[config.mk]
export PLATFORM = sky130hd
export DESIGN_NAME = mod_controller_bank
export DESIGN_NICKNAME = d
export VERILOG_FILES = /design/src/rtl/mod_controller_bank_pkg.sv /design/src/rtl/mod_sync_edge.sv /design/src/rtl/mod_controller_bank.sv
export SDC_FILE = /design/constraint.sdc
export NUM_CORES = 1
export LEC_CHECK = 0
export ABC_AREA = 1
export ABC_CLOCK_PERIOD_IN_PS = 1530
export BUFFER_PORTS_ARGS = -buffer_cell sky130_fd_sc_hd__clkbuf_2
export CORE_UTILIZATION = 48
export CTS_BUF_LIST = sky130_fd_sc_hd__clkbuf_4 sky130_fd_sc_hd__clkbuf_8 sky130_fd_sc_hd__clkbuf_16
export CTS_CLUSTER_DIAMETER = 200
export DETAILED_ROUTE_END_ITERATION = 10
export GPL_ROUTABILITY_DRIVEN = 0
export PLACE_DENSITY = 0.78
export RECOVER_POWER = 25
export REMOVE_ABC_BUFFERS = 1
export SETUP_SLACK_MARGIN = 0.02
export SYNTH_ARGS = -nofsm -noshare
export SYNTH_HDL_FRONTEND = slang
export SYNTH_HIERARCHICAL = 1
export SYNTH_SLANG_ARGS = --single-unit
[constraint.sdc]
create_clock -name in_clk -period 1.53 [get_ports in_clk]
set_input_delay 0 -clock in_clk [delete_from_list [all_inputs] [get_ports in_clk]]
set_output_delay 0 -clock in_clk [all_outputs]
set_load 0.01 [all_outputs]
[src/rtl/mod_controller_bank_pkg.sv]
// Shared types for the multi-port serial controller reader.
package mod_controller_bank_pkg;

  // Scan sequencer states
  typedef enum logic [2:0] {
    ST_IDLE     = 3'd0,
    ST_LATCH    = 3'd1,
    ST_PULSE_LO = 3'd2,
    ST_PULSE_HI = 3'd3,
    ST_COMMIT   = 3'd4
  } state_t;

  // NES button positions within one port's slice of out_buttons
  typedef enum logic [2:0] {
    NES_A      = 3'd0,
    NES_B      = 3'd1,
    NES_SELECT = 3'd2,
    NES_START  = 3'd3,
    NES_UP     = 3'd4,
    NES_DOWN   = 3'd5,
    NES_LEFT   = 3'd6,
    NES_RIGHT  = 3'd7
  } nes_button_t;

  // SNES button positions within one port's slice of out_buttons
  typedef enum logic [3:0] {
    SNES_B      = 4'd0,
    SNES_Y      = 4'd1,
    SNES_SELECT = 4'd2,
    SNES_START  = 4'd3,
    SNES_UP     = 4'd4,
    SNES_DOWN   = 4'd5,
    SNES_LEFT   = 4'd6,
    SNES_RIGHT  = 4'd7,
    SNES_A      = 4'd8,
    SNES_X      = 4'd9,
    SNES_L      = 4'd10,
    SNES_R      = 4'd11
  } snes_button_t;

endpackage

[src/rtl/mod_sync_edge.sv]
// Two-flop synchroniser followed by a registered rising-edge pulse.
module mod_sync_edge (
  input  logic in_clk,
  input  logic in_reset,
  input  logic in_async,
  output logic out_rise
);

  // [0] metastable stage, [1] synchronised, [2] previous synchronised value
  logic [2:0] sync_q;

  // Shift the async input in and flag a 0->1 transition for one cycle
  always_ff @(posedge in_clk) begin
    if (in_reset) begin
      sync_q   <= '0;
      out_rise <= 1'b0;
    end else begin
      sync_q   <= {sync_q[1:0], in_async};
      out_rise <= sync_q[1] & ~sync_q[2];
    end
  end

endmodule

[src/rtl/mod_controller_bank.sv]
// NES/SNES serial pad reader: scans NUM_PORTS pads per frame over a shared
// latch/pulse pair and publishes held state plus per-frame edge events.
module mod_controller_bank
  import mod_controller_bank_pkg::*;
#(
  parameter int unsigned NUM_PORTS = 2,
  parameter int unsigned NUM_BITS  = 8,
  parameter int unsigned CLK_DIV   = 256
) (
  input  logic                           in_clk,
  input  logic                           in_reset,
  input  logic                           in_vsync,
  input  logic                           in_auto,
  input  logic [NUM_PORTS-1:0]           in_controller_data,
  output logic                           out_controller_latch,
  output logic                           out_controller_pulse,
  output logic [NUM_PORTS*NUM_BITS-1:0]  out_buttons,
  output logic [NUM_PORTS*NUM_BITS-1:0]  out_pressed,
  output logic [NUM_PORTS*NUM_BITS-1:0]  out_released,
  output logic                           out_valid,
  output logic                           out_overrun
);

  localparam int unsigned CNT_W = (CLK_DIV > 1) ? $clog2(CLK_DIV) : 1;
  localparam int unsigned BIT_W = $clog2(NUM_BITS + 1);

  state_t                                state;
  logic [CNT_W-1:0]                      div_cnt;
  logic                                  latch_half;
  logic [BIT_W-1:0]                      bit_idx;
  logic [NUM_PORTS-1:0][NUM_BITS-1:0]    shadow;
  logic [NUM_PORTS-1:0][NUM_BITS-1:0]    shadow_nxt_c;
  logic                                  vs_rise;
  logic                                  div_done_c;
  logic                                  sample_c;
  logic                                  last_bit_c;

  // Frame trigger crossing from the VGA domain
  mod_sync_edge u_vsync_edge (
    .in_clk   (in_clk),
    .in_reset (in_reset),
    .in_async (in_vsync),
    .out_rise (vs_rise)
  );

  // Divider terminal count, sample strobe and the shadow with the next bit shifted in.
  // Bits arrive LSB first, so each port shifts right with the new bit entering at the MSB.
  always_comb begin
    div_done_c   = (div_cnt == CNT_W'(CLK_DIV - 1));
    sample_c     = div_done_c && (((state == ST_LATCH) && latch_half) || (state == ST_PULSE_HI));
    last_bit_c   = (bit_idx == BIT_W'(NUM_BITS - 1));
    shadow_nxt_c = shadow;
    for (int p = 0; p < int'(NUM_PORTS); p++) begin
      shadow_nxt_c[p] = {~in_controller_data[p], shadow[p][NUM_BITS-1:1]};
    end
  end

  // Scan sequencer with registered latch/pulse and commit outputs
  always_ff @(posedge in_clk) begin
    if (in_reset) begin
      state                <= ST_IDLE;
      div_cnt              <= '0;
      latch_half           <= 1'b0;
      bit_idx              <= '0;
      shadow               <= '0;
      out_controller_latch <= 1'b0;
      out_controller_pulse <= 1'b0;
      out_buttons          <= '0;
      out_pressed          <= '0;
      out_released         <= '0;
      out_valid            <= 1'b0;
      out_overrun          <= 1'b0;
    end else begin
      out_valid    <= 1'b0;
      out_pressed  <= '0;
      out_released <= '0;

      // A trigger that cannot start a scan is lost; only meaningful in vsync mode
      if (vs_rise && !in_auto && (state != ST_IDLE)) begin
        out_overrun <= 1'b1;
      end

      div_cnt <= div_done_c ? '0 : div_cnt + CNT_W'(1);

      case (state)
        ST_IDLE: begin
          div_cnt <= '0;
          if (in_auto || vs_rise) begin
            state                <= ST_LATCH;
            out_controller_latch <= 1'b1;
            latch_half           <= 1'b0;
            bit_idx              <= '0;
          end
        end
        ST_LATCH: begin
          // Latch spans two divider periods
          if (div_done_c) begin
            latch_half <= 1'b1;
          end
        end
        ST_PULSE_LO: begin
          if (div_done_c) begin
            state                <= ST_PULSE_HI;
            out_controller_pulse <= 1'b1;
          end
        end
        ST_PULSE_HI: begin
        end
        ST_COMMIT: begin
          div_cnt <= '0;
          state   <= ST_IDLE;
        end
        default: begin
          state <= ST_IDLE;
        end
      endcase

      // End of LATCH or PULSE_HI: capture one bit from every port
      if (sample_c) begin
        shadow               <= shadow_nxt_c;
        out_controller_latch <= 1'b0;
        out_controller_pulse <= 1'b0;
        if (last_bit_c) begin
          state        <= ST_COMMIT;
          out_buttons  <= shadow_nxt_c;
          out_pressed  <= shadow_nxt_c & ~out_buttons;
          out_released <= ~shadow_nxt_c & out_buttons;
          out_valid    <= 1'b1;
        end else begin
          state   <= ST_PULSE_LO;
          bit_idx <= bit_idx + BIT_W'(1);
        end
      end
    end
  end

endmodule
**Word-level counts from Yosys, hierarchy flattened**

Index checks and enable logic that the tools add are counted.

- Mux-type cells: 13
- Bitwise gates (word level): 10
- $add $sub $neg: 2
- Equal/unequal tests: 11
- Reduce and logical (&&, ||, !) cells: 20

Operators by type and width:

| cell | number |
|---|---|
| 16-bit bitwise AND | 2 |
| 16-bit NOT | 2 |
| 4-bit two-way mux | 4 |
| 3-bit two-way mux | 4 |
| 3-bit case mux with 3 select lines | 1 |
| 8-bit by 1-bit adder with 8-bit output, second input constant | 1 |
| 8-bit equality test, second input constant | 1 |
| 3-bit by 2-bit equality test with 1-bit output, second input constant | 2 |
| 3-bit inequality test, second input constant | 2 |
| 2-bit AND reduction | 3 |
| 3-bit AND reduction | 2 |
| 2-bit OR reduction | 3 |
| 1-bit NOT | 5 |
| 4-bit by 1-bit adder with 4-bit output, second input constant | 1 |
| 4-bit by 3-bit equality test with 1-bit output, second input constant | 1 |
| 1-bit logical AND | 4 |
| 2-bit inequality test, second input constant | 2 |
| 4-bit OR reduction | 1 |
| 3-bit by 1-bit equality test with 1-bit output, second input constant | 1 |
| 3-bit equality test, second input constant | 1 |
| 3-bit logical NOT | 1 |
| 1-bit two-way mux | 3 |
| 3-bit nonzero test | 1 |
| 3-bit OR reduction | 1 |
| 6 further kinds | 7 |

- Input port bits: 6
- Register bits after elaboration: 88
- Logic and storage cells: 71

**Longest topological paths before layout**

- Word-level depth: 6
- Gate-level depth with buffers: 8

**Modules after synthesis**

Netlist, hierarchy kept.

By module, submodules not included:

| module | times used | area an instance (um^2) | cells each | seq. area each (um^2) |
|---|---|---|---|---|
| mod_controller_bank | 1 | 2857.7 | 312 | 1641.6 |
| mod_sync_edge | 1 | 115.1 | 12 | 80.1 |

**Least setup slack after synthesis**

OpenSTA, ideal clock, no wires.

- Path type: register to register
- Start: register div_cnt[0]
- End: register shadow[12] (netlist name)
- Required time: 1.404 ns
- Data arrival time: 1.340 ns
- Path slack: 0.064 ns
- Stages on the path, launching flop included: 8
- Period minus slack after synthesis: 1.466 ns
- Path buffers: 1
- Path through: dfxtp_1 -> ha_1 -> nand2_1 -> nor2_4 -> nand3_1 -> nand2_1 -> buf_4 -> o22ai_1

- Longest elaborated chain between the ends: 2

Ends and longest elaborated chain:

| element | line | RTL |
|---|---|---|
| start: declaration | mod_controller_bank.sv:28 | `logic [CNT_W-1:0] div_cnt;` |
| start signal: assignment | mod_controller_bank.sv:83 | `div_cnt <= div_done_c ? '0 : div_cnt + CNT_W'(1);` |
| 8-bit equality test | mod_controller_bank.sv:49 | `div_done_c = (div_cnt == CNT_W'(CLK_DIV - 1));` |
| 1-bit logical AND | mod_controller_bank.sv:50 | `sample_c = div_done_c && (((state == ST_LATCH) && latch_half) \|\| (state == ST_PULSE_HI));` |
| end signal: assignment | mod_controller_bank.sv:120 | `shadow <= shadow_nxt_c;` |
| end: declaration | mod_controller_bank.sv:31 | `logic [NUM_PORTS-1:0][NUM_BITS-1:0] shadow;` |

No other way between the ends.
A chain may end at the register's enable or synchronous reset.

**Worst setup path in the final report**

- Start: register div_cnt[1]
- End: register out_pressed[13]

- Longest elaborated chain between the ends: 4

Ends and longest elaborated chain:

| element | line | RTL |
|---|---|---|
| 8-bit equality test | mod_controller_bank.sv:49 |  |
| 1-bit logical AND | mod_controller_bank.sv:50 |  |
| 1-bit NOT (no line) | - |  |
| 3-bit OR reduction (no line) | - |  |
| end signal: assignment | mod_controller_bank.sv:126 | `out_pressed <= shadow_nxt_c & ~out_buttons;` |
| end: declaration | mod_controller_bank.sv:18 | `output logic [NUM_PORTS*NUM_BITS-1:0] out_pressed,` |

No other way between the ends.

==> results.toml <==
[grt]
antenna_found_initial = 0
globalRouteOverflowTotal = 0
grt_pass1_vias = 2318
grt_max_degree = 15
grt.total_usage_pct = 20.70
grt_first_pass_wirelength_um = 10110

[power]
combPwrFrac_pct = 8.4
power_density_mw_per_mm2 = 1046
clkPwrFrac_pct = 33.9
ir_drop_uv = 740.7
switching_share_pct = 25.43
internal_power_w = 0.003010
power.share.sequential_pct = 57.7
leakage_nw = 1.496
power.total_w = 0.004037
p_switching_w = 0.001027

[drt]
vias = 2440
vias_per_cell = 5.041
post_drt_wl_per_cell_um = 13.32
drc = 0
drt_wl_total_um = 6445
first_pass_iters = 4
drt-initial-drc-count = 143
ant_nets = 0

[placed_design]
dp_hpwl_um = 4094
portBuffers = 57
dp_cells = 460
pre_cts_ws_ns = -0.03756

[timing]
drv_slew = 0
fmax_ghz = 0.6599
finalSetupViolations = 0
worst_slack_ns = 0.01451
min_period_ns = 1.515
rsz0062_at_grt = "yes"
slew_headroom_pct = 66.04
min_period_over_period_pct = 99.05
hold_viol_final = 0
tightest_slew_ns = 0.5089
fin_tns_setup_ns = 0
finalClockSkew_ns = 0.007546

[finish]
utilization_pct = 64.81
layout_commonest_cell = "dfxtp_1"
nNetsFinal = 413
n_fill_cell = 509
diodes = 0
mostFrequentLayoutCells = "82 x dfxtp_1, 40 x inv_1, 39 x nand2_1, 34 x nor2_1, 34 x clkbuf_2"
drive_above_1_share_pct = 28.12
area_growth_pct = 29.84
fin_cells = 484

[clock_tree]
clkSinkCount = 86
clk_path_buf_depth = 2
cts_tree = "done"
cts_max_level = 3
clkTransAtPathRegs_ns = 0.08
cts_buffers = 9
cts-root-buf = "clkbuf_8"
clk_latency_ns = 0.35

[critical_path]
required_ns = 1.81
start_kind = "register"
critical_path.max_fanout = 7
crit_arrival_ns = 1.80
endpoint_kind = "register"
crit_type = "reg -> reg"

[logic_synthesis]
synth_edf_count = 0
synth.avg_cell_area_um2 = 9.175
async_flop_share_pct = 0
synth.top_cell.area_share_pct = 57.91
ys_seq_elements = 86
ys.warnings.count = 6
ys_seq_area_share_pct = 57.91
syn-cell-area_mm2 = 0.002973
netlist.top_cell.by_area = "dfxtp_1"
synth_flop_cell = "dfxtp_1"
yosysUniqueCellTypes = 31
syn_inst = 324
synth_area_leaders = "dfxtp_1 58%, inv_1 5.2%, nand2_1 5.2%, nor3_2 5.1%, nor2_1 4.4%"

[hold_path]
hold_path_class = "in -> reg"

[die]
initial_core_util_pct = 49.92
pin_count = 58
die_area_mm2 = 0.006512
dieWidth_um = 80.70
placementRows = 28
coreArea_mm2 = 0.005956
die_h_um = 80.70

[flow_run]
maxCapViolCount = 0

[status]
status = "finished, final reports clean"
layout make-up:
| class | count | area, um^2 | area share (%) |
|---|---|---|---|
| multi-input combinational | 186 | 1179 | 30.53 |
| sequential | 86 | 1732 | 44.86 |
| clock inverter | 4 | 25.02 | 0.6483 |
| tap | 75 | 93.84 | 2.431 |
| inverter | 43 | 166.4 | 4.311 |
| timing repair buffer | 79 | 525.5 | 13.61 |
| clock buffer | 11 | 138.9 | 3.598 |
worst max-delay path: stages (launching register included):
cell and delay [ns]:
dfxtp_2 0.36, ha_4 0.15, nand2_4 0.06, nor2_4 0.19, nand4_4 0.17, clkinv_4 0.11, nand2_8 0.10, clkbuf_16 0.21
nor3_4 0.10
kinds of logic (layout without fill, tap and decap cells):
group / count (synthesis) / count (layout) / share of synthesized area, %
flops: 86 / 86 / 57.91
xor+xnor: 3 / 3 / 0.8840
simple gates: 138 / 138 / 24.54
buf+inv: 52 / 137 / 7.533
fa+ha+maj: 2 / 2 / 0.8416
compound gates: 43 / 43 / 8.292
worst paths after layout:
check / startpoint / end / slack, ns / depth (start not counted)
hold / removal: in_reset / out_overrun / 0.06 / 3
setup reg to reg: div_cnt[1] / out_pressed[13] / 0.01 / 8
setup / recovery: div_cnt[1] / out_pressed[13] / 0.01 / 8
hold reg to reg: u_vsync_edge/sync_q[2] / u_vsync_edge/out_rise / 0.41 / 1
power by group through the flow:
stage	Sequential (W)	Combinational [W]	Clock, W
2_1_floorplan	0.00237	0.000222	0
3_3_place_gp	0.00237	0.000308	0
3_5_place_dp	0.00237	0.000313	0
4_1_cts	0.00232	0.000326	0.00140
5_1_grt	0.00233	0.000389	0.00151
6_report	0.00233	0.000339	0.00137
synth_stat cells, types with 2 or more instances:
| cell | instances |
|---|---|
| a21oi_1 | 8 |
| buf_6 | 3 |
| clkbuf_1 | 4 |
| dfxtp_1 | 86 |
| ha_1 | 2 |
| inv_1 | 41 |
| nand2_1 | 41 |
| nand3_1 | 24 |
| nand4_1 | 2 |
| nor2_1 | 35 |
| nor2_2 | 4 |
| nor2_4 | 2 |
| nor3_1 | 2 |
| nor3_2 | 15 |
| nor4_1 | 6 |
| o21ai_0 | 18 |
| o21ai_2 | 3 |
| o22ai_1 | 13 |
| or2_2 | 2 |
| xor2_1 | 2 |
what timing repair did:
item,in CTS,in global routing
pin swaps,1,6
gates cloned,1,2
resized for setup,13,39
endpoints found under the hold margin,9,0
hold buffers,4,0
setup buffers,1,1
setup endpoints to repair,38,69
through the flow:
stage	cell area (um^2)	hold WS, ns
2_1_floorplan	2912	0.06907
3_3_place_gp	3401	0.1950
3_5_place_dp	3401	0.1975
4_1_cts	3681	0.03260
5_1_grt	3860	0.06040
6_report	3860	0.05628
sequential cells by signal, summed over array words and instances (netlist names), 3 cells and up:
| signal | flops |
|---|---|
| out_buttons | 16 |
| u_vsync_edge/sync_q | 3 |
| out_released | 16 |
| div_cnt | 8 |
| shadow | 14 |
| out_pressed | 16 |
| state | 3 |
| bit_idx | 4 |
metal layers:
metal / vias to the layer above / share of wire [%] / track usage, %
li1: 1217 / - / -
met2: 77 / 51 / 35.68
met1: 1139 / 42 / 23.26
met3: 7 / 5.3 / 6.818
met4: 0 / 1.4 / 8.929
met5: - / 0 / 0
(Power assumes the default switching activity.)
